## src/rtl/shift_seq_pkg.sv

```systemverilog
// Shared types for the EBOX shift sequencer.
// Step encodings, select enums and count helpers.
package shift_seq_pkg;

  localparam int MAX_STEPS = 4;

  localparam logic [1:0] SH_SHIFT = 2'b00;
  localparam logic [1:0] SH_AR    = 2'b01;

  typedef enum logic [1:0] {
    OP_LSH  = 2'b00,
    OP_ROT  = 2'b01,
    OP_LSHC = 2'b10,
    OP_ROTC = 2'b11
  } shop_t;

  typedef enum logic [2:0] {
    AR_HOLD = 3'd0,
    AR_SH   = 3'd1,
    AR_ARX  = 3'd2,
    AR_BR   = 3'd3,
    AR_ZERO = 3'd4
  } ar_sel_t;

  typedef enum logic [2:0] {
    ARX_HOLD = 3'd0,
    ARX_SH   = 3'd1,
    ARX_AR   = 3'd2,
    ARX_BR   = 3'd3,
    ARX_ZERO = 3'd4
  } arx_sel_t;

  typedef enum logic [1:0] {
    S_IDLE = 2'd0,
    S_STEP = 2'd1,
    S_DONE = 2'd2
  } state_t;

  typedef struct packed {
    logic [5:0] sc;
    ar_sel_t    ar_sel;
    arx_sel_t   arx_sel;
    logic       br_load;
  } step_t;

  localparam step_t STEP_IDLE = '{
    sc:      6'd0,
    ar_sel:  AR_HOLD,
    arx_sel: ARX_HOLD,
    br_load: 1'b0
  };

  function automatic step_t mk_step(
    input logic [5:0] sc,
    input ar_sel_t    a,
    input arx_sel_t   x,
    input logic       br
  );
    step_t s;
    s.sc      = sc;
    s.ar_sel  = a;
    s.arx_sel = x;
    s.br_load = br;
    return s;
  endfunction

  // The funnel output is needed whenever any load (incl. BR) takes SH.
  function automatic logic [1:0] func_of(input step_t s);
    if (s.ar_sel == AR_SH || s.arx_sel == ARX_SH || s.br_load)
      return SH_SHIFT;
    return SH_AR;
  endfunction

  // n is at most 256, so three subtract stages reach n mod 36.
  function automatic logic [8:0] mod36(input logic [8:0] v);
    logic [8:0] t;
    t = v;
    if (t >= 9'd144) t = t - 9'd144;
    if (t >= 9'd72)  t = t - 9'd72;
    if (t >= 9'd36)  t = t - 9'd36;
    return t;
  endfunction

  function automatic logic [8:0] mod72(input logic [8:0] v);
    logic [8:0] t;
    t = v;
    if (t >= 9'd144) t = t - 9'd144;
    if (t >= 9'd72)  t = t - 9'd72;
    return t;
  endfunction

endpackage

```

## src/rtl/shift_count_reduce.sv

```systemverilog
// Count reduction for the shift sequencer.
// Maps op and count to a step list of up to four cycles.
module shift_count_reduce
  import shift_seq_pkg::*;
(
  input  shop_t                       op,
  input  logic [8:0]                  count,
  output logic [2:0]                  m,
  output step_t [MAX_STEPS-1:0]       steps
);

  logic       neg;
  logic [8:0] n;
  logic [8:0] r36;
  logic [8:0] r72;
  logic [5:0] rot_r;
  logic [6:0] rc;
  logic       rc_hi;
  logic [6:0] rc_lo;
  logic [5:0] k;
  logic [5:0] n6;

  assign neg = count[8];
  assign n   = neg ? (~count + 9'd1) : count;
  assign n6  = n[5:0];
  assign r36 = mod36(n);
  assign r72 = mod72(n);
  assign k   = 6'(n - 9'd36);

  assign rot_r = (neg && r36 != 9'd0) ? 6'(9'd36 - r36)
                                      : r36[5:0];
  assign rc    = (neg && r72 != 9'd0) ? 7'(9'd72 - r72)
                                      : r72[6:0];
  assign rc_hi = rc >= 7'd36;
  assign rc_lo = rc_hi ? rc - 7'd36 : rc;

  // Build the step list by appending entries in issue order.
  always_comb begin
    m     = 3'd0;
    steps = {MAX_STEPS{STEP_IDLE}};
    unique case (op)
      OP_LSH: begin
        if (n >= 9'd36) begin
          steps[0] = mk_step(6'd0, AR_ZERO, ARX_HOLD, 1'b0);
          m = 3'd1;
        end else if (n != 9'd0) begin
          if (!neg) begin
            steps[0] = mk_step(6'd0, AR_HOLD, ARX_ZERO, 1'b0);
            steps[1] = mk_step(n6, AR_SH, ARX_HOLD, 1'b0);
          end else begin
            steps[0] = mk_step(6'd0, AR_ZERO, ARX_AR, 1'b0);
            steps[1] = mk_step(6'd36 - n6, AR_SH, ARX_HOLD, 1'b0);
          end
          m = 3'd2;
        end
      end
      OP_ROT: begin
        if (rot_r != 6'd0) begin
          steps[0] = mk_step(6'd0, AR_HOLD, ARX_AR, 1'b0);
          steps[1] = mk_step(rot_r, AR_SH, ARX_HOLD, 1'b0);
          m = 3'd2;
        end
      end
      OP_ROTC: begin
        if (rc_hi) begin
          steps[m[1:0]] = mk_step(6'd0, AR_ARX, ARX_AR, 1'b0);
          m = m + 3'd1;
        end
        if (rc_lo != 7'd0) begin
          steps[m[1:0]] = mk_step(rc_lo[5:0], AR_HOLD, ARX_HOLD, 1'b1);
          m = m + 3'd1;
          steps[m[1:0]] = mk_step(6'd0, AR_ARX, ARX_AR, 1'b0);
          m = m + 3'd1;
          steps[m[1:0]] = mk_step(rc_lo[5:0], AR_BR, ARX_SH, 1'b0);
          m = m + 3'd1;
        end
      end
      OP_LSHC: begin
        if (n >= 9'd72) begin
          steps[0] = mk_step(6'd0, AR_ZERO, ARX_ZERO, 1'b0);
          m = 3'd1;
        end else if (n >= 9'd36) begin
          if (!neg) begin
            steps[0] = mk_step(6'd0, AR_ARX, ARX_ZERO, 1'b0);
            steps[1] = mk_step(k, AR_SH, ARX_HOLD, 1'b0);
          end else begin
            steps[0] = mk_step(6'd0, AR_ZERO, ARX_AR, 1'b0);
            steps[1] = mk_step(6'd36 - k, AR_HOLD, ARX_SH, 1'b0);
          end
          m = (k != 6'd0) ? 3'd2 : 3'd1;
        end else if (n != 9'd0) begin
          if (!neg) begin
            steps[0] = mk_step(n6, AR_HOLD, ARX_HOLD, 1'b1);
            steps[1] = mk_step(6'd0, AR_ARX, ARX_ZERO, 1'b0);
            steps[2] = mk_step(n6, AR_BR, ARX_SH, 1'b0);
          end else begin
            steps[0] = mk_step(6'd36 - n6, AR_HOLD, ARX_HOLD, 1'b1);
            steps[1] = mk_step(6'd0, AR_ZERO, ARX_AR, 1'b0);
            steps[2] = mk_step(6'd36 - n6, AR_SH, ARX_BR, 1'b0);
          end
          m = 3'd3;
        end
      end
      default: m = 3'd0;
    endcase
  end

endmodule

```

## src/rtl/shift_seq.sv

```systemverilog
// EBOX funnel shift sequencer top.
// Buffers the reduced step list at start and plays it out.
module shift_seq
  import shift_seq_pkg::*;
(
  input  logic       clk,
  input  logic       reset,
  input  logic       start,
  input  logic [1:0] op,
  input  logic [8:0] count,
  output logic       busy,
  output logic       done,
  output logic [1:0] sh_func,
  output logic [5:0] sc,
  output logic [2:0] ar_sel,
  output logic [2:0] arx_sel,
  output logic       br_load
);

  state_t                 state;
  state_t                 state_n;
  logic [1:0]             idx;
  logic [1:0]             idx_n;
  logic [2:0]             m_q;
  step_t [MAX_STEPS-1:0]  sbuf;
  logic [2:0]             red_m;
  step_t [MAX_STEPS-1:0]  red_steps;
  step_t                  out_n;
  logic                   busy_n;
  logic                   done_n;

  shift_count_reduce u_reduce (
    .op    (shop_t'(op)),
    .count (count),
    .m     (red_m),
    .steps (red_steps)
  );

  // Next state and next registered output values.
  always_comb begin
    state_n = state;
    idx_n   = idx;
    out_n   = STEP_IDLE;
    busy_n  = 1'b0;
    done_n  = 1'b0;
    unique case (state)
      S_IDLE: begin
        if (start) begin
          busy_n = 1'b1;
          idx_n  = 2'd0;
          if (red_m == 3'd0) begin
            state_n = S_DONE;
            done_n  = 1'b1;
          end else begin
            state_n = S_STEP;
            out_n   = red_steps[0];
          end
        end
      end
      S_STEP: begin
        busy_n = 1'b1;
        if ({1'b0, idx} + 3'd1 < m_q) begin
          idx_n = idx + 2'd1;
          out_n = sbuf[idx + 2'd1];
        end else begin
          state_n = S_DONE;
          done_n  = 1'b1;
        end
      end
      S_DONE: state_n = S_IDLE;
      default: state_n = S_IDLE;
    endcase
  end

  // State register and step index.
  always_ff @(posedge clk) begin
    if (reset) begin
      state <= S_IDLE;
      idx   <= 2'd0;
    end else begin
      state <= state_n;
      idx   <= idx_n;
    end
  end

  // Capture the step list when an operation is accepted.
  always_ff @(posedge clk) begin
    if (state == S_IDLE && start) begin
      sbuf <= red_steps;
      m_q  <= red_m;
    end
  end

  // Registered outputs toward the AR/ARX/BR load muxes.
  always_ff @(posedge clk) begin
    if (reset) begin
      busy    <= 1'b0;
      done    <= 1'b0;
      sh_func <= SH_AR;
      sc      <= 6'd0;
      ar_sel  <= AR_HOLD;
      arx_sel <= ARX_HOLD;
      br_load <= 1'b0;
    end else begin
      busy    <= busy_n;
      done    <= done_n;
      sh_func <= func_of(out_n);
      sc      <= out_n.sc;
      ar_sel  <= out_n.ar_sel;
      arx_sel <= out_n.arx_sel;
      br_load <= out_n.br_load;
    end
  end

endmodule

```

## config.mk

```make
export PLATFORM = sky130hd
export DESIGN_NAME = shift_seq
export DESIGN_NICKNAME = d
export VERILOG_FILES = /design/src/rtl/shift_seq_pkg.sv /design/src/rtl/shift_count_reduce.sv /design/src/rtl/shift_seq.sv
export SDC_FILE = /design/constraint.sdc
export NUM_CORES = 1
export LEC_CHECK = 0
export BUFFER_PORTS_ARGS = -buffer_cell sky130_fd_sc_hd__buf_2
export CORE_UTILIZATION = 30
export DETAILED_ROUTE_END_ITERATION = 10
export HOLD_SLACK_MARGIN = 0.05
export PLACE_DENSITY = 0.56
export SETUP_SLACK_MARGIN = 0.02
export SYNTH_ARGS = -nofsm -noshare
export SYNTH_HDL_FRONTEND = slang
export SYNTH_HIERARCHICAL = 1
export SYNTH_SLANG_ARGS = --single-unit
```

## constraint.sdc

```tcl
create_clock -name clk -period 10.53 [get_ports clk]
set_clock_uncertainty 0.2 [all_clocks]
set_input_delay 1.5795 -clock clk [delete_from_list [all_inputs] [get_ports clk]]
set_output_delay 1.5795 -clock clk [all_outputs]
set_load 0.005 [all_outputs]
```

=== Yosys cells after proc, flatten, opt, wreduce, memory -nomap -nowiden ===
Index checks and enable logic that the tools add are counted.

* Flip-flop bits (word level): 75
* Logic and storage cells: 156

* Bitwise logic cells: 5
* Reduce and logical (&&, ||, !) cells: 22
* Order comparisons: 14
* Muxes and demuxes: 65
* Equality and inequality tests: 9
* Add/sub/neg operators: 15

{| class="wikitable"
|+ Operator list
! cell !! count
|-
| $mux W13 || 12
|-
| $mux W26 || 6
|-
| $mux W39 || 3
|-
| $bwmux W52 || 2
|-
| $pmux W26 S4 || 1
|-
| $demux W13 S2 || 3
|-
| $pmux W13 S2 || 2
|-
| $and A44 B44 Y44 || 1
|-
| $not A44 Y44 || 1
|-
| $mux W9 || 4
|-
| $reduce_bool A9 Y1 || 3
|-
| $bmux W13 S2 || 1
|-
| $ge A9 B6 Y1 const B || 2
|-
| $ge A9 B7 Y1 const B || 2
|-
| $mux W2 || 9
|-
| $sub A6 B6 Y6 const A || 3
|-
| $mux W3 || 5
|-
| $mux W7 || 2
|-
| $lt A2 B3 Y1 const B || 4
|-
| $mux W6 || 2
|-
| $pmux W3 S4 || 1
|-
| $reduce_bool A6 Y1 || 2
|-
| $add A3 B1 Y3 const B || 3
|-
| $add A9 B1 Y9 const B || 1
|-
| 31 further kinds || 55
|}

=== Longest topological paths before layout ===
* Depth after elaboration: 33
* Depth in mapped cells: 38
* Depth with buffers taken out: 35

=== Cells and area by module ===
The synthesis kept the hierarchy.

{| class="wikitable"
|+ Modules (own cells, without submodules)
! module !! area an instance (um2) !! cells an instance !! instances !! sequential area each (um2)
|-
| shift_seq || 2842.7 || 158 || 1 || 2052.0
|-
| shift_count_reduce || 2620.0 || 399 || 1 || 0.0
|}

=== Worst setup path before layout ===
OpenSTA, ideal clock, no wires.

* Path kind: input to register
* From: in count[0]
* To: reg ar_sel[1]
* Slack: 2.200 ns
* Arrival: 8.003 ns
* Data required time: 10.202 ns
* Cell stages on the path: 37
* Setup time: 0.128 ns
* Path through: clkbuf_1 > inv_1 > ha_1 > or3b_2 > clkbuf_1 > nand2_1 > xnor2_1 > inv_1 > ha_1 > a311oi_2 > or2_0 > clkbuf_1 > nand2_1 > o2111a_1 > o211ai_1 > nor3b_1 > inv_1 > ha_1 > nand2_1 > nor2_1 > a211oi_1 > o21ai_1 > a21o_1 > inv_1 > ha_1 > nor2b_1 > and4_1 > nand3_1 > ha_1 > o21ai_0 > o22ai_1 > nor3_1 > nor2b_1 > buf_2 > buf_2 > a22oi_1 > nor2_1

* Elaborated cells on any way between the ends: 75
* Classes of those cells: add/sub: 11; order compare: 12; mux: 38; bitwise: 2; reduce/logical: 12

{| class="wikitable"
|+ RTL lines
! what !! line !! text
|-
| start: declaration || shift_seq.sv:10 || <nowiki>input logic [8:0] count,</nowiki>
|-
| $not A9 Y9 || shift_count_reduce.sv:24 || <nowiki>assign n = neg ? (~count + 9'd1) : count;</nowiki>
|-
| $add A9 B1 Y9 || shift_count_reduce.sv:24 ||
|-
| $mux W9 * || shift_count_reduce.sv:24 ||
|-
| branches (longest 14 deep; another with $sub A9 B8 Y9) || - ||
|-
| $pmux W3 S4 * || shift_count_reduce.sv:41 || <nowiki>unique case (op)</nowiki>
|-
| named net red_m[0] || shift_seq.sv:26 || <nowiki>logic [2:0] red_m;</nowiki>
|-
| $logic_not A3 Y1 * || shift_seq.sv:51 || <nowiki>if (red_m == 3'd0) begin</nowiki>
|-
| $mux W13 * || shift_seq.sv:51 ||
|-
| $mux W13 * || shift_seq.sv:48 || <nowiki>if (start) begin</nowiki>
|-
| $pmux W13 S2 * || shift_seq.sv:46 || <nowiki>unique case (state)</nowiki>
|-
| end signal: assignment || shift_seq.sv:109 || <nowiki>ar_sel <= out_n.ar_sel;</nowiki>
|-
| end: declaration || shift_seq.sv:15 || <nowiki>output logic [2:0] ar_sel,</nowiki>
|}

Mark *: on every way through the listed nets, which the timed path passes. The select of a mux whose other input is x is not followed.
A chain may end at the register's enable or synchronous reset.

=== Final worst setup path ===
* From: in count[0]
* To: reg sh_func[0]

* Elaborated cells on any way between the ends: 86
* Classes of those cells: add/sub: 11; order compare: 12; eq/ne: 2; mux: 41; bitwise: 5; reduce/logical: 15

{| class="wikitable"
|+ RTL lines
! what !! line !! text
|-
| $not A9 Y9 || shift_count_reduce.sv:24 ||
|-
| $add A9 B1 Y9 || shift_count_reduce.sv:24 ||
|-
| $mux W9 * || shift_count_reduce.sv:24 ||
|-
| branches (longest 14 deep; another with $sub A9 B8 Y9) || - ||
|-
| $pmux W3 S4 * || shift_count_reduce.sv:41 ||
|-
| named net red_m[0] || shift_seq.sv:26 ||
|-
| $logic_not A3 Y1 * || shift_seq.sv:51 ||
|-
| $mux W13 * || shift_seq.sv:51 ||
|-
| $mux W13 * || shift_seq.sv:48 ||
|-
| $pmux W13 S2 * || shift_seq.sv:46 ||
|-
| $eq A3 B1 Y1 || shift_seq_pkg.sv:69 || <nowiki>if (s.ar_sel == AR_SH || s.arx_sel == ARX_SH || s.br_load)</nowiki>
|-
| $logic_or A1 B1 Y1 || shift_seq_pkg.sv:69 ||
|-
| $logic_or A1 B1 Y1 * || shift_seq_pkg.sv:69 ||
|-
| $mux W1 * || shift_seq_pkg.sv:69 ||
|-
| $mux W1 * || shift_seq.sv:96 || <nowiki>if (reset) begin</nowiki>
|-
| $not A1 Y1 (no line) * || - ||
|-
| $reduce_or A2 Y1 (no line) * || - ||
|-
| end signal: assignment || shift_seq.sv:107 || <nowiki>sh_func <= func_of(out_n);</nowiki>
|-
| end: declaration || shift_seq.sv:13 || <nowiki>output logic [1:0] sh_func,</nowiki>
|}

Marked as above.

==> load_flow_metrics.sql <==
INSERT INTO impl_metrics (metric_group, metric, value, unit) VALUES
('routing', 'drt-total-wl', '13.91', 'mm'),
('routing', 'detail_route.drc_violations', '0', ''),
('worst_setup_path', 'cp_slowest_stage_delay', '550', 'ps'),
('pwr', 'clock_power_share', '29.4', '%'),
('routing', 'post_drt_via_cell_ratio', '5.532', ''),
('clock_network', 'post_cts_hold_buffer_count', '0', ''),
('grt', 'largest_net_degree_at_the_start_of_global_routing', '58', ''),
('yosys', 'synthMostInstantiatedCell', 'sky130_fd_sc_hd__nor2_1', ''),
('die', 'io-pin-count', '31', ''),
('worst_setup_path', 'worst-endpoint-required', '10590', 'ps'),
('yosys', 'post_synth_edffs', '55', ''),
('worst_setup_path', 'critical-path-top-cell-by-count', 'sky130_fd_sc_hd__ha_1', ''),
('sta', 'total_count_of_max_transition_violations_in_the_final_report', '0', ''),
('worst_setup_path', 'crit_type', 'input port to flip-flop', ''),
('worst_setup_path', 'critical_path_arrival', '9440', 'ps'),
('die', 'die_w', '136.9', 'µm'),
('final_layout', 'fillerInstances', '1811', ''),
('sta', 'final-setup-viol-count', '0', ''),
('routing', 'firstDrtPassIters', '5', ''),
('pwr', 'worst_ir_drop_vdd', '0.1329', 'mV'),
('flow_run', 'maxCapViolCount', '0', ''),
('grt', 'grt_first_pass_wirelength', '22.67', 'mm'),
('yosys', 'seq_area_frac_synth', '37.56', '%'),
('clock_network', 'ctsHtreeMaxLevel', '3', ''),
('die', 'initial_utilization', '31.15', '%'),
('final_layout', 'multi_input_area', '3093', 'µm²'),
('grt', 'groute.usage.overall', '15.62', '%'),
('grt', 'number_of_antenna_violations_at_the_first_check_in_global_routing', '0', ''),
('worst_setup_path', 'kind_of_start_point_of_the_critical_path', 'input port', ''),
('pwr', 'switchingPower', '369.0', 'µW'),
('yosys', 'synth_flop_cell', 'sky130_fd_sc_hd__edfxtp_1', ''),
('yosys', 'avgSynthCellArea', '9.807', 'µm²'),
('place', 'gp_routability_congestion', '0.8930', ''),
('pwr', 'power_density', '181.5', 'nW/µm²'),
('routing', 'route.detailed.wl_per_inst', '17.46', 'µm'),
('yosys', 'yosys_warnings', '6', ''),
('final_layout', 'seq_area', '2052', 'µm²'),
('yosys', 'yosys.area.top_type', 'sky130_fd_sc_hd__edfxtp_1', ''),
('die', 'floorplan_core_area', '17540', 'µm²'),
('sta', 'period_share', '89.10', '%'),
('final_layout', 'area_growth_from_synthesis_to_final_layout', '10.31', '%'),
('sta', 'rsz0062_at_grt', 'no', ''),
('die', 'vertical_die_dimension', '136.9', 'µm'),
('final_layout', 'nNetsFinal', '601', ''),
('grt', 'grt_overflow', '0', ''),
('routing', 'drt_iter0_drc', '224', ''),
('final_layout', 'drive_gt1_share', '15.91', '%'),
('clock_network', 'cts.repair_timing.setup_buffer_count', '0', ''),
('yosys', 'synth_seq_cells', '75', ''),
('pwr', 'cell_internal_pwr', '724.6', 'µW'),
('sta', 'fin_tns_setup', '0', 'ps'),
('hold_path', 'holdCritPathClass', 'flip-flop to flip-flop', ''),
('routing', 'post_detailed_route_count_of_antenna_violating_nets', '0', ''),
('pwr', 'power.share.combinational', '34.9', '%'),
('die', 'floorplan.die_area', '18750', 'µm²'),
('routing', 'dr_total_vias', '4409', ''),
('sta', 'timing.hold.ws', '285.4', 'ps'),
('die', 'std_cell_rows', '48', ''),
('clock_network', 'tritoncts', 'yes', ''),
('yosys', 'synth_top_cells_by_area', 'sky130_fd_sc_hd__edfxtp_1, sky130_fd_sc_hd__dfxtp_1, sky130_fd_sc_hd__ha_1, sky130_fd_sc_hd__nor2_1, sky130_fd_sc_hd__mux4_1', ''),
('pwr', 'seq_power_share', '35.8', '%'),
('grt', 'grt_pass1_vias', '4233', ''),
('yosys', 'synth.lib_cells_used.distinct', '92', ''),
('sta', 'hold_viol', '0', ''),
('sta', 'min_period', '9382', 'ps'),
('place', 'place.detailed.hpwl', '10.56', 'mm'),
('status', 'run_status', 'finished clean', ''),
('pwr', 'static-leakage-power', '0.002257', 'µW'),
('clock_network', 'cts_buffers', '9', ''),
('place', 'io_buffer_count', '29', ''),
('sta', 'slew_headroom', '30.96', '%');
final timing paths:
| check | start | cells past startpoint | endpoint | slack, ps |
|---|---|---|---|---|
| worst min-delay path | idx[1] | 2 | idx[1] | 290 |
| worst max register to register | idx[0] | 8 | idx[0] | 6700 |
| worst min register to register | idx[1] | 2 | idx[1] | 290 |
| worst max-delay path | count[0] | 34 | sh_func[0] | 1150 |
registers in the layout, summed over array words and instances (netlist names), 2 cells and up:
register	flops
ar_sel	3
state	2
sbuf	52
m_q	3
idx	2
arx_sel	3
sc	6
layer usage:
layer | GRT usage (%) | vias up | wire length, µm
met4 | 7.204 | 0 | 398
met5 | 0 | - | 0
li1 | - | 2103 | -
met2 | 23.99 | 158 | 6237
met3 | 3.148 | 30 | 738
met1 | 20.98 | 2118 | 6537
metrics by stage:
step / setup slack (ps) / std cells / util [%] / instance area [µm²] / power, µW
floorplan: 2200 / 565 / - / 5493 / 687.4
global placement: 1313 / 781 / 32.54 / 5707 / 766.6
detailed placement: 908.3 / 781 / 32.54 / 5707 / 773.4
CTS: 1238 / 797 / 34.36 / 6026 / 1099
global route: 298.7 / 797 / 34.36 / 6026 / 1155
finish: 1148 / 797 / 34.36 / 6026 / 1094
cells by family after synthesis:
logic type / Yosys count / synth area share, %
compound gates: 154 / 21.00
xor+xnor: 24 / 3.985
fa+ha+maj: 20 / 4.581
buf+inv: 67 / 6.482
flops: 75 / 37.56
mux: 25 / 8.246
other cells: 2 / 0.1375
simple gates: 190 / 18.00
cells in the final DEF, fill, tap and decap left out, drive strengths merged, types with 5 or more instances in the layout:
cell type	Yosys	routed
buf	29	36
mux2i	9	9
nor3	11	11
a22oi	14	14
a21o	5	5
o211ai	10	10
xnor2	17	17
or2	5	5
clkbuf	16	10
conb	2	10
a211oi	7	7
o32ai	7	7
inv	21	21
a21oi	20	20
nand2	45	45
xor2	7	7
nor4	6	6
mux4	13	13
edfxtp	55	55
nand3	17	17
a31oi	9	9
o21ai	36	36
dfxtp	20	20
and2	6	6
nor2	63	63
o22ai	7	7
nor2b	7	7
ha	20	20
power by group through the flow:
stage / Combinational (µW) / Sequential (µW) / Clock [µW]
2_1_floorplan: 297 / 390 / 0
5_1_grt: 418 / 396 / 340
3_3_place_gp: 371 / 395 / 0
4_1_cts: 378 / 392 / 328
3_5_place_dp: 376 / 398 / 0
6_report: 381 / 391 / 321
worst max-delay path, delay by kind of cell:
family | cells | cell delay [ps]
XOR/XNOR | 1 | 260
AO/OA/AOI/OAI | 10 | 2280
buffers and inverters | 5 | 1060
AND/OR/NAND/NOR | 13 | 2890
adder cells (fa/ha/maj) | 5 | 1330
final cells by class:
type	count	share of cell area, %
Clock buffer	10	3.800
Clock inverter	6	1.495
Inverter	22	1.370
Multi-Input combinational cell	423	51.33
Sequential cell	75	34.05
Tap cell	225	4.672
Timing Repair Buffer	36	3.281
Power figures use the tool's default switching activity.
